--- config.mk ---
export PLATFORM = sky130hd
export DESIGN_NAME = sha256_func_sigma0
export DESIGN_NICKNAME = d
export VERILOG_FILES = /design/src/rtl/sha256_func_sigma0.sv
export SDC_FILE = /design/constraint.sdc
export NUM_CORES = 1
export LEC_CHECK = 0
export BUFFER_PORTS_ARGS = -buffer_cell sky130_fd_sc_hd__buf_4
export CORE_AREA = 2 2 66 68
export CTS_CLUSTER_DIAMETER = 150
export DETAILED_ROUTE_END_ITERATION = 6
export DIE_AREA = 0 0 68 70
export PLACE_DENSITY = 0.77
export SLEW_MARGIN = 20
export SYNTH_ARGS = -nofsm -noshare
export SYNTH_HDL_FRONTEND = slang
export SYNTH_SLANG_ARGS = --single-unit
--- constraint.sdc ---
create_clock -name clk -period 0.85 [get_ports clk]
set_input_delay 0.0425 -clock clk [delete_from_list [all_inputs] [get_ports clk]]
set_output_delay 0.0425 -clock clk [all_outputs]
set_load 0.05 [all_outputs]
--- src/rtl/sha256_func_sigma0.sv ---
// sha256_func_sigma0: registered SHA-256 big sigma0 of A; FUNC_SIGMA0_SMALL_EN adds small sigma0 selected by mode.
module sha256_func_sigma0 (
  input  logic        clk,
  input  logic        rst,
  input  logic        in_valid,
  input  logic        mode,
  input  logic [31:0] in_A,
  output logic [31:0] func,
  output logic        out_valid
);
  logic [31:0] func_q, func_d, big_s0, func_next;
  logic        out_valid_q, out_valid_d;
  assign big_s0 = {in_A[1:0], in_A[31:2]} ^ {in_A[12:0], in_A[31:13]} ^ {in_A[21:0], in_A[31:22]};
`ifdef FUNC_SIGMA0_SMALL_EN
  logic [31:0] small_s0;
  assign small_s0 = {in_A[6:0], in_A[31:7]} ^ {in_A[17:0], in_A[31:18]} ^ {3'b000, in_A[31:3]};
  assign func_next = mode ? small_s0 : big_s0;
`else
  logic unused_mode;
  assign unused_mode = mode;
  assign func_next = big_s0;
`endif
  always_comb begin
    func_d      = in_valid ? func_next : func_q;
    out_valid_d = in_valid;
  end
  always_ff @(posedge clk) begin
    if (rst) begin
      func_q      <= 32'h0;
      out_valid_q <= 1'b0;
    end else begin
      func_q      <= func_d;
      out_valid_q <= out_valid_d;
    end
  end
  assign func      = func_q;
  assign out_valid = out_valid_q;
endmodule

==> run metrics <==
f_max 1190 MHz; port bufs 67; Vias 1670; switching share of power 32.7%; Worst-path clk slew 0.06 ns; H-tree depth 2; syn_nets 223; worst endpoint data arrival time 0.80 ns; Clk pwr share 26.9%; Max FO, Critical Path 2; I/O pin count 69; Clk Latency, worst-skew pair 0.28 ns; Tcrit/Tclk final 98.6%; largest net degree at the start of global routing 31; Core Util, Final 70.3%; WHS 0.0883 ns; register area share after synthesis 34.6%; post-DR wirelength/cell 14.7 microns; Slew headroom 81.4%; Psw 1560 uW; Synth Area in XOR/XNOR 21.7%; final critical-path setup slack 0.0120 ns; mux cell area share after synthesis 6.29%; initial antenna violation count 0; remaining antenna violation count 0; WS Path Type reg -> out; area of the core 4140 sq um; grt total ovfl 0; final hold vios 0; die area 4760 sq um; maximum VDD drop 0.00118 V; max layer used met4; vias in the first global route 1544; dominant cells by area after synthesis dfxtp_1 (35%), xor3_1 (11%), o221ai_1 (9.2%); met2 WL 2.39 mm; Setup Viol. Count Final 0; R2R depth 2; Worst setup EP type output port; Startpoint Class register; RSZ-0062 raised after global routing true; Avg Vias per Cell 5.09; DR DRC count 0; PwrDens 1640 nW/um^2; Placed Area 2670 sq um; CP max-delay cell dfxtp_2; HP Class in -> reg; Mapped Area 1910 sq um; CP Depth 1; M1 WL 2.17 mm; outcome complete, no violations; deepest clock path buffer count 2; # clock sinks 33; post-synthesis compound-gate area fraction 9.95%; fin. max-slew vios 0; WP data required 0.81 ns; fillcell total 335; clock skew 0 ns; Post-Place Setup Slack -0.0659 ns; # nets final 311; Simple-Gate Fraction of Synth Area 22.5%; CTS buffer count 5; synthesized flop and latch total 33; CTS root buf clkbuf_8; Worst-Margin Slew 0.279 ns; clock tree from TritonCTS yes; synth unique cells 20; Critical path buffers and inverters 1; Site Rows 24; n_diodes 0; P_leak 0.00130 uW; max_cap viols 0; Adder-Cell Fraction of Synth Area 0%; wirelength, routed 4.83 mm; initial DRC count 82; Max stage delay on crit path 0.37 ns; area of the multi-input gates 1160 sq um; synthesized area per cell 10.2 sq um; post-synth top area share 34.6%; starting density of the core 46.1%; Sequential Power Share 38.1%; router iterations before antenna repair 4; post-synthesis cell count 187; largest family of logic cells by synthesized area simple AND/OR/NAND/NOR gates; Total GRT Usage 20.8%; minimum clock period 0.838 ns; worst hold path depth 2; first-pass GRT wire length 7.41 mm; area growth from synthesis to layout 52.5%; internal power 3220 uW; Final HPWL DP 3.66 mm; met3 wire length 237 microns; yosys warns 0; Finished Cell Area 2910 sq um; cell family with most CP delay flip-flops; Chip Width 68 microns; area leader, netlist dfxtp_1; CP cell instances buf_8; register area 701 sq um; routability cong. 0.807; Die Height 70 microns; layout cells sized above 1 48.6%; Logic pwr share 35.0%
## registers in the layout (all words and copies together), names as in the netlist
register / count
out_valid: 1
func: 32
## area by class of cell
class | instances | area share, %
clock buffer | 7 | 3.31
clock inverter | 1 | 0.172
tap | 52 | 2.23
sequential | 33 | 24.0
timing repair buffer | 93 | 30.6
multi-input combinational | 142 | 39.7
## kinds of logic after synthesis
group                     after synthesis
buffers and inverters                  12
xor gates and xnor gates               32
muxes                                  12
and+or+nand+nor                        75
DFF                                    33
AOI/OAI and AO/OA                      23
## cell usage after synthesis
| cell | count |
|---|---|
| nor2b_1 | 1 |
| nor3b_1 | 10 |
| nand2b_1 | 23 |
| buf_6 | 3 |
| buf_12 | 1 |
| and3b_1 | 1 |
| nor3b_2 | 1 |
| xnor2_1 | 3 |
| buf_2 | 2 |
| nand2_1 | 20 |
| xor3_1 | 9 |
| dfxtp_1 | 33 |
| buf_4 | 2 |
| mux2i_1 | 12 |
| nor2_1 | 9 |
| xor2_1 | 20 |
| clkbuf_1 | 4 |
| nand3b_1 | 10 |
| o21ai_1 | 3 |
| o221ai_1 | 20 |
## layer usage
layer	global-route usage [%]	up-vias
met3	5.15	2
li1	-	834
met1	28.3	782
met5	0	-
met4	5.33	0
met2	32.7	52
## cell usage in the layout, fill, tap and decap left out, drive strengths merged
master and count:
xor3 9, buf 93, xor2 20, clkbuf 7
clkinv 1, xnor2 3, nor2b 1, nand2b 23
nor3b 11, nand2 20, and3b 1, o21ai 3
mux2i 12, o221ai 20, nand3b 10, dfxtp 33
nor2 9
## per-stage QoR
step / TNS [ns] / cells / total power (uW)
after floorplan: 0 / 187 / 2800
after global placement: -0.0560 / 320 / 3370
after detailed placement: -0.318 / 320 / 3390
after CTS: 0 / 328 / 4750
after global routing: -0.0295 / 328 / 4990
final: 0 / 328 / 4790
## power groups by stage
stage | combinational [uW] | sequential [uW] | clock (uW)
2_1_floorplan | 511 | 2290 | 0
3_3_place_gp | 1550 | 1820 | 0
3_5_place_dp | 1570 | 1830 | 0
4_1_cts | 1620 | 1810 | 1320
5_1_grt | 1770 | 1840 | 1380
6_report | 1680 | 1820 | 1290
## what timing repair did
action,4_1_cts,5_1_grt
endpoints found under the setup margin,18,20
hold buffers,0,0
setup buffers,0,0
resized for setup,18,20
pin swaps,0,0
## worst paths after layout
path | start | to | slack [ns]
worst max register to register | func[8] | func[8] | 0.15
worst max-delay path | func[7] | func[7] | 0.01
worst min-delay path | rst | func[11] | 0.09
worst min register to register | func[10] | func[10] | 0.48
No activity file was read; power rests on OpenSTA's default activity.
